==> config.mk <==
export PLATFORM = sky130hd
export DESIGN_NAME = syn_fifo
export DESIGN_NICKNAME = d
export VERILOG_FILES = /design/src/rtl/syn_fifo.sv
export SDC_FILE = /design/constraint.sdc
export NUM_CORES = 1
export LEC_CHECK = 0
export ABC_AREA = 0
export ABC_CLOCK_PERIOD_IN_PS = 2000
export CORE_MARGIN = 2
export CORE_UTILIZATION = 57
export CTS_BUF_LIST = sky130_fd_sc_hd__clkbuf_16
export CTS_CLUSTER_DIAMETER = 50
export DETAILED_ROUTE_END_ITERATION = 16
export PLACE_DENSITY = 0.78
export REMOVE_ABC_BUFFERS = 1
export SYNTH_ARGS = -nofsm -noshare
export SYNTH_HDL_FRONTEND = slang
export SYNTH_SLANG_ARGS = --single-unit
==> constraint.sdc <==
create_clock -name clk -period 2 [get_ports clk]
set_input_delay 0.2 -clock clk [delete_from_list [all_inputs] [get_ports clk]]
set_output_delay 0.2 -clock clk [all_outputs]
set_load 0.02 [all_outputs]
==> src/rtl/syn_fifo.sv <==
// Single-clock FIFO with registered read data and registered full/empty flags.
// Optional SYN_FIFO_ERR_FLAGS_EN adds sticky overflow/underflow flags and an occupancy count output.
module syn_fifo #(
  parameter int DATA_WIDTH = 4,
  parameter int ADDR_WIDTH = 3
) (
  input  logic                  clk,
  input  logic                  rst,
  input  logic [DATA_WIDTH-1:0] data_in,
  input  logic                  rd_en,
  input  logic                  wr_en,
  output logic [DATA_WIDTH-1:0] data_out,
  output logic                  empty,
  output logic                  full
`ifdef SYN_FIFO_ERR_FLAGS_EN
  ,
  output logic                  overflow,
  output logic                  underflow,
  output logic [ADDR_WIDTH:0]   count
`endif
);

  localparam int DEPTH_I = 2 ** ADDR_WIDTH;
  localparam logic [ADDR_WIDTH:0] DEPTH = (ADDR_WIDTH + 1)'(DEPTH_I);

  logic [DATA_WIDTH-1:0] mem [DEPTH_I];
  logic [ADDR_WIDTH-1:0] wr_ptr, rd_ptr;
  logic [ADDR_WIDTH:0]   cnt, cnt_next;
  logic                  rd_acc, wr_acc;

  // A write into a full FIFO is allowed only when a read frees a slot on the same edge.
  always_comb begin
    rd_acc   = rd_en && !empty;
    wr_acc   = wr_en && (!full || rd_acc);
    cnt_next = cnt;
    if (wr_acc && !rd_acc)
      cnt_next = cnt + 1'b1;
    else if (rd_acc && !wr_acc)
      cnt_next = cnt - 1'b1;
  end

  always_ff @(posedge clk) begin
    if (wr_acc)
      mem[wr_ptr] <= data_in;
  end

  always_ff @(posedge clk or posedge rst) begin
    if (rst) begin
      wr_ptr   <= '0;
      rd_ptr   <= '0;
      cnt      <= '0;
      data_out <= '0;
      empty    <= 1'b1;
      full     <= 1'b0;
    end else begin
      if (wr_acc)
        wr_ptr <= wr_ptr + 1'b1;
      if (rd_acc) begin
        data_out <= mem[rd_ptr];
        rd_ptr   <= rd_ptr + 1'b1;
      end
      cnt   <= cnt_next;
      empty <= (cnt_next == '0);
      full  <= (cnt_next == DEPTH);
    end
  end

`ifdef SYN_FIFO_ERR_FLAGS_EN
  always_ff @(posedge clk or posedge rst) begin
    if (rst) begin
      overflow  <= 1'b0;
      underflow <= 1'b0;
    end else begin
      if (wr_en && full && !rd_acc)
        overflow <= 1'b1;
      if (rd_en && empty)
        underflow <= 1'b1;
    end
  end

  assign count = cnt;
`endif

endmodule

==> results, run 1 <==
- The run finished with clean final reports.
- The post-detailed-routing wire length is 3570 microns.
- The worst hold-check path type is in2async.
- The floorplan has 21 rows.
- Summed over all layers, the global routing overflow is 0.
- Yosys instantiated no cell more often than sky130_fd_sc_hd__edfxtp_1.
- The clock tree root buffer cell is sky130_fd_sc_hd__clkbuf_16.
- CTS built an H-tree with a depth of 2.
- The worst clock skew is around 0.0034 ns.
- The number of antenna diodes in the final layout is 0.
- The initial core utilization is between 60% and 70%.
- The TritonCTS buffer count is 5.
- The final worst hold slack is 0.282 ns.
- The average footprint of a synthesized cell is ~16 sq um.
- The initial antenna violation count is 0.
- The yosys synthesis warning count is 0.
- The maximum net fanout on the critical path is 4.
- The area of the core is ~3400 sq um.
- Entering global routing, the biggest net connects 17 pins.
- The cell with the largest stage delay on the worst path is sky130_fd_sc_hd__clkdlybuf4s50_1.
- Clock-pin slew was measured on the worst setup and hold paths at around 0.060 ns.
- The required time reported for the critical path endpoint is between 1.5 and 2 ns.
- Data arrives at the worst endpoint at 1.65 ns.
- STA classifies the critical path startpoint as an input pin.
- The summed negative setup slack over all endpoints is 0 ns.
- The worst setup path is captured at a register.
- Timing would allow up to 0.587 GHz.
- The portion of the clock cycle consumed by the worst path in the final layout is between 80% and 90%.
- The CTS tree is yes.
- For this run, asynchronously set or reset flops after synthesis account for 33.3%.
- The full die area is roughly 4100 sq um.
- The total of endpoints with negative setup slack in the final report is 0.
- Setup repair after global routing left no endpoint under its margin.
- The total via count in the routed design is approximately 1100.
- After detailed placement, the total cell area comes to ~2200 sq um.
- The area fraction of the dominant cell type after synthesis is around 47%.
- The transition at the pin with the smallest max-transition slack is 0.583 ns.
- The synthesized design contains 48 register bits.
- The first-pass GRT wire length is just under 6000 microns.
- By area the synthesized netlist is led by sky130_fd_sc_hd__edfxtp_1 47%, sky130_fd_sc_hd__dfrtp_1 18%, sky130_fd_sc_hd__mux4_2 8.9%, sky130_fd_sc_hd__mux2i_1 3.0%, sky130_fd_sc_hd__ha_1 2.5%.
- For this run, the total global-route usage over all layers was measured as 21.1%.
- For the worst-skew pair, the clock arrives at the later sink with an insertion delay of around 0.28 ns.
- The residual DRC count is 0.
- The die is 63.8 microns wide.
- Routability-driven placement finished with a final weighted congestion of between 0.7 and 0.8.
- The number of instances in the synthesized netlist is around 120.
- The height of the chip is ~64 microns.
- The synthesized design contains 32 enable-type register cells.
- The number of inserted filler cells in the final layout is approximately 210.
- During placement, the flow inserted port buffers numbering 13.
- In the final layout, the share of cells above drive strength 1 is 22.6%.
- Pin placement for this block handled 14 I/O pins.
- The number of global-route vias before repair came to 1128.
- Including well taps, the total number of placed cells is 184.
- The class of the most critical setup path is in2reg.
- The final count of hold timing violations is 0.
- Walking the worst path, the cells encountered are clkdlybuf4s50_1, or2b_1, a21oi_2, nand2b_1, nor2_1.
- The leakage component of the power is approximately 0.88 nW.
- The number of nets in the finished design is between 150 and 200.
- Once detail routing completed, the nets flagged for antenna violations numbered 0.
- The number of standard cells in the layout, taps in and fillers out is 192.
- Gates resized during post-CTS repair numbered 0.
- The distinct cell type count after synthesis is 30.
- For this run, the detailed router's first-pass iteration total came to 4.
- Summed over all nets, the half-perimeter wirelength after detailed placement is about 2500 microns.
- The post-CTS setup repair buffer count is 0.
- The max-slew violation total from the final report is 0.
- The number of DRC markers after the initial detailed-route iteration is 76.
- The number of buffers on the longest clock path is 2.
- The power density over cell area is 1500 nW/um^2.
- The prevailing post-synth register cell is sky130_fd_sc_hd__edfxtp_1.
- The minimum clock period is 1.70 ns.
- The proportion of synthesized chip area in sequential cells is roughly two thirds.
- Max-cap violations in this run came to 0.
- By count the netlist is led by 32 x sky130_fd_sc_hd__edfxtp_1, 15 x sky130_fd_sc_hd__dfrtp_1, 13 x sky130_fd_sc_hd__nand2_1.
- Counting every sink on the clock net gives 48.
- The via density per instance is 5.54.
- The synthesis-to-finish area growth is 16.9%.
- The largest total area in the synthesized netlist belongs to sky130_fd_sc_hd__edfxtp_1.
- The remaining max-slew budget at the tightest pin is ~60%.
- IR analysis of the VDD net gives a maximum drop of between 800 and 900 uV.
- On the worst path, the slowest cell contributes a delay of 0.48 ns.
- In the final routed layout, each cell accounts on average for between 15 and 20 microns.
- The number of hold-repair buffers added at the cts stage is 0.
- The final non-filler cell area is approximately 2400 sq um.
- After synthesis the cells add up to a little over 2000 sq um.
[where the power goes]
part | internal, mW | total (mW) | switching, mW
clock network | 0.453 | 0.768 | 0.315
registers | 1.35 | 1.59 | 0.241
logic | 0.603 | 1.21 | 0.612
total | 2.40 | 3.57 | 1.17
[kinds of logic after synthesis]
group | count (synthesis) | share of synthesized area, %
multiplexers | 15 | 12.4
AO/OA/AOI/OAI | 9 | 3.13
buffers and inverters | 9 | 2.09
flip-flops | 48 | 66.9
AND/OR/NAND/NOR | 32 | 9.65
adder cells (fa/ha/maj) | 4 | 2.46
XOR/XNOR | 7 | 3.38
[layout by cell type (no fill, tap or decap)]
cell,n
sky130_fd_sc_hd__edfxtp_1,32
sky130_fd_sc_hd__nand2_1,13
sky130_fd_sc_hd__nand2b_4,1
sky130_fd_sc_hd__or2b_1,1
sky130_fd_sc_hd__buf_4,6
sky130_fd_sc_hd__clkbuf_16,5
sky130_fd_sc_hd__a32oi_2,1
sky130_fd_sc_hd__nor2_1,6
sky130_fd_sc_hd__xnor2_1,5
sky130_fd_sc_hd__mux4_2,8
sky130_fd_sc_hd__mux2i_1,6
sky130_fd_sc_hd__xor2_1,1
sky130_fd_sc_hd__inv_1,4
sky130_fd_sc_hd__nor4_1,1
sky130_fd_sc_hd__o21ai_0,5
sky130_fd_sc_hd__a21oi_2,2
sky130_fd_sc_hd__xnor2_2,1
sky130_fd_sc_hd__nor2b_4,1
sky130_fd_sc_hd__clkinv_2,2
sky130_fd_sc_hd__ha_1,4
sky130_fd_sc_hd__nor2_2,1
sky130_fd_sc_hd__dfrtp_1,15
sky130_fd_sc_hd__mux2_2,1
sky130_fd_sc_hd__nor4_4,1
sky130_fd_sc_hd__nand2b_1,3
sky130_fd_sc_hd__nor3_1,2
sky130_fd_sc_hd__clkinv_1,1
sky130_fd_sc_hd__nor4_2,1
sky130_fd_sc_hd__dfstp_2,1
sky130_fd_sc_hd__a21oi_1,1
sky130_fd_sc_hd__clkdlybuf4s50_1,13
sky130_fd_sc_hd__nor4b_2,1
[worst max-delay path, delay by kind of cell]
kind | cells | cell delay [ns]
simple gates | 3 | 0.77
buf+inv | 1 | 0.48
compound gates | 1 | 0.21
[per-stage QoR]
step           power [mW]  util (%)  worst slack, ns
6_report             3.57      70.2            0.295
5_1_grt              3.79      70.2            0.207
4_1_cts              3.61      70.2            0.316
3_5_place_dp         2.82      66.1           0.0277
3_3_place_gp         2.73      66.1           0.0671
2_1_floorplan        2.39         -            0.164
[layout make-up]
class	count	area, sq um	share of cell area [%]
Multi-Input combinational cell	67	631	26.5
Clock inverter	3	13.8	0.578
Timing Repair Buffer	19	175	7.36
Inverter	4	15.0	0.631
Clock buffer	5	125	5.26
Sequential cell	48	1360	57.3
Tap cell	46	57.6	2.42
[routing by layer]
layer,vias up,global-route usage [%],share of wire (%)
li1,496,-,-
met1,529,26.9,42
met2,31,32.8,50
met3,7,6.51,5.8
met4,0,10.9,2.4
met5,-,0,0
[registers in the layout (all words and copies together) (netlist names)]
name      count
data_out      4
cnt           4
mem          32
rd_ptr        3
empty         1
full          1
wr_ptr        3
[final timing paths]
kind / start / endpoint / slack [ns] / cells after the start
hold / removal: rst / data_out[3] / 0.28 / 2
setup reg to reg: empty / mem[4][3] / 0.32 / 4
min in group clk: data_out[2] / data_out[2] / 0.48 / 2
max in group asynchronous: rst / wr_ptr[0] / 1.34 / 2
setup / recovery: rd_en / mem[4][3] / 0.30 / 5
hold reg to reg: data_out[2] / data_out[2] / 0.48 / 2
No activity file was read; power rests on OpenSTA's default activity.
==> run 2, diff against run 1 <==
--- a/config.mk
+++ b/config.mk
@@ -7,13 +7,13 @@
 export LEC_CHECK = 0
 export ABC_AREA = 0
 export ABC_CLOCK_PERIOD_IN_PS = 2000
-export CORE_MARGIN = 2
 export CORE_UTILIZATION = 57
 export CTS_BUF_LIST = sky130_fd_sc_hd__clkbuf_16
 export CTS_CLUSTER_DIAMETER = 50
 export DETAILED_ROUTE_END_ITERATION = 16
 export PLACE_DENSITY = 0.78
 export REMOVE_ABC_BUFFERS = 1
+export SETUP_SLACK_MARGIN = 0.15
 export SYNTH_ARGS = -nofsm -noshare
 export SYNTH_HDL_FRONTEND = slang
 export SYNTH_SLANG_ARGS = --single-unit
==> results, run 2 (synthesized netlist as in run 1, its figures left out) <==
- The number of flip-flops under the largest register name came to 32 (unchanged).
- The top cell types in the final layout, fill and taps aside, are 32 x sky130_fd_sc_hd__edfxtp_1, 15 x sky130_fd_sc_hd__dfrtp_1, 13 x sky130_fd_sc_hd__nand2_1, 13 x sky130_fd_sc_hd__clkdlybuf4s50_1, 8 x sky130_fd_sc_hd__mux4_2.
- The H-tree depth reported by CTS is 2 (unchanged).
- The path class of the tightest hold or removal check is in2async.
- The overall global routing resource usage is 21.3% (+0.25 points).
- The HPWL reported at the end of detailed placement is 2500 microns (-1.4%).
- The area of the core is 3390 sq um (unchanged).
- The reg-to-reg startpoint is empty.
- The total of max-cap violations is 0 (unchanged).
- The upper clock frequency limit came to 0.585 GHz (-0.34%).
- The cell with the largest stage delay on the worst path is sky130_fd_sc_hd__clkdlybuf4s50_1.
- The register containing the most flip-flops in the final layout is mem.
- The first-pass GRT wire length came to 5310 microns (-11%).
- The number of clock sinks seen by CTS is 48 (unchanged).
- The summed negative setup slack over all endpoints is 0 ns (unchanged).
- The count of cells resized by post-cts repair is 0 (unchanged).
- The clock insertion delay at the later pin of the skew report is 0.28 ns (about the same).
- The cell row count is 21 (unchanged).
- The required time reported for the critical path endpoint is 1.95 ns (about the same).
- The total of buffers placed on input and output ports is 13 (unchanged).
- The number of nets in the finished design is 157 (unchanged).
- The TritonCTS buffer count came to 5 (unchanged).
- The average wire per cell in the routed design is 17.7 microns (-5.0%).
- The critical path goes through clkdlybuf4s50_1, or2b_1, a21oi_2, nand2b_1, nor2_1.
- The total global routing overflow was 0 (unchanged).
- The initial core utilization is 60.1% (unchanged).
- The initial antenna violation count is 0 (unchanged).
- The weighted congestion reported at the end of routability-driven placement came to 0.787 (+2.4%).
- The portion of the clock cycle consumed by the worst path in the final layout is 85.5% (+0.29 points).
- The maximum vdd drop is 855 uV (+3.6%).
- The total of endpoints with negative setup slack in the final report is 0 (unchanged).
- The post-detailed-routing wire length is 3390 microns (-5.0%).
- The total via count in the routed design came to 1065 (+0.19%).
- TritonCTS built the clock tree.
- The max-slew violation total from the final report is 0 (unchanged).
- The leakage component of the power came to 0.889 nW (+0.59%).
- The pin count of the biggest net entering global routing is 17 (unchanged).
- The number of DRC markers after the initial detailed-route iteration is 66 (-13%).
- The count of nets left with antenna violations after detail routing is 0 (unchanged).
- The via density per instance is 5.55 (+0.19%).
- The final count of hold timing violations was 0 (unchanged).
- The synthesis-to-finish area growth was 16.8% (about the same).
- The most critical setup path has its startpoint at rd_en.
- Setup repair after global routing left no endpoint under its margin.
- The clock tree root buffer cell is sky130_fd_sc_hd__clkbuf_16.
- The power density over cell area is 1490 nW/um^2 (-0.72%).
- The number of global-route vias before repair came to 1096 (-2.8%).
- The library cell used most frequently in the layout, excluding fill and tap cells, is sky130_fd_sc_hd__edfxtp_1.
- The worst path arrival time came to 1.66 ns (about the same).
- The worst clock skew came to 0.00551 ns (+0.00207 ns).
- The delay of the slowest critical-path stage is 0.49 ns (about the same).
- The number of diodes added for antenna fixing is 0 (unchanged).
- The remaining max-slew budget at the tightest pin is 60.5% (-0.20 points).
- The number of iterations in the first detailed-routing pass came to 4 (unchanged).
- The number of buffers on the longest clock path was 2 (unchanged).
- The worst setup path is launched from an input pin.
- The number of ports placed on the die boundary came to 14 (unchanged).
- By startpoint and endpoint, the worst setup path is classified as in2reg.
- The ratio of cells with drive above 1 in the final layout was 21.9% (-0.68 points).
- The height of the chip was 61.8 microns (-3.1%).
- The register clock-pin slew on the reported worst setup and hold paths is 0.06 ns (about the same).
- The transition at the pin with the smallest max-transition slack was 0.591 ns (+0.00847 ns).
- The largest registers in the layout are mem x32, cnt x4, data_out x4.
- The final worst hold slack was 0.290 ns (+0.00825 ns).
- The worst setup path is captured at a register.
- The minimum clock period is 1.71 ns (+0.00576 ns).
- The residual DRC count was 0 (unchanged).
- The x dimension of the die was 61.8 microns (-3.1%).
- The number of hold-repair buffers added at the cts stage is 0 (unchanged).
- The maximum net fanout on the critical path is 4 (unchanged).
- The full die area is 3810 sq um (-6.2%).
- The post-CTS setup repair buffer count is 0 (unchanged).
- The flow ran to the end, and the final reports show no timing, DRC or antenna violations.
-- run 2: worst max-delay path: cells and delay by family --
family	cells	cell delay, ns
buf+inv	1	0.49
simple gates	3	0.76
compound gates	1	0.21
-- run 2: layout make-up --
type / count / area, sq um
Clock buffer: 5 / 125
Inverter: 4 / 15.0
Clock inverter: 3 / 12.5
Fill cell: 225 / 1010
Timing Repair Buffer: 19 / 175
Multi-Input combinational cell: 67 / 631
Tap cell: 46 / 57.6
Sequential cell: 48 / 1360
-- run 2: power breakdown --
part           internal (mW)  leakage (nW)  switching [mW]
Clock                  0.451        0.0762           0.306
Combinational          0.605         0.332           0.601
Sequential              1.35         0.481           0.234
-- run 2: worst paths after layout --
path / end / slack (ns) / depth (start not counted)
max in group asynchronous: wr_ptr[2] / 1.32 / 2
hold / removal: rd_ptr[0] / 0.29 / 2
setup reg to reg: mem[4][2] / 0.33 / 4
min in group clk: data_out[0] / 0.49 / 2
hold reg to reg: data_out[0] / 0.49 / 2
setup / recovery: mem[4][2] / 0.29 / 5
-- run 2: routing by layer --
| metal | share of wire, % | routed length (microns) | global-route usage [%] | up-vias |
|---|---|---|---|---|
| met2 | 52 | 1780 | 35.9 | 31 |
| met4 | 1.9 | 63 | 8.57 | 0 |
| met3 | 4.5 | 152 | 5.59 | 6 |
| li1 | - | - | - | 494 |
| met1 | 41 | 1400 | 26.6 | 534 |
| met5 | 0 | 0 | 0 | - |
-- run 2: per-stage QoR --
stage	utilization (%)	setup slack [ns]	total power, mW	cell area [sq um]	cells
floorplan	-	0.164	2.39	2010	119
global placement	66.1	0.0612	2.74	2240	184
detailed placement	66.1	0.0361	2.81	2240	184
CTS	70.2	0.313	3.60	2380	192
global route	70.2	0.234	3.76	2380	192
finish	70.2	0.290	3.54	2380	192
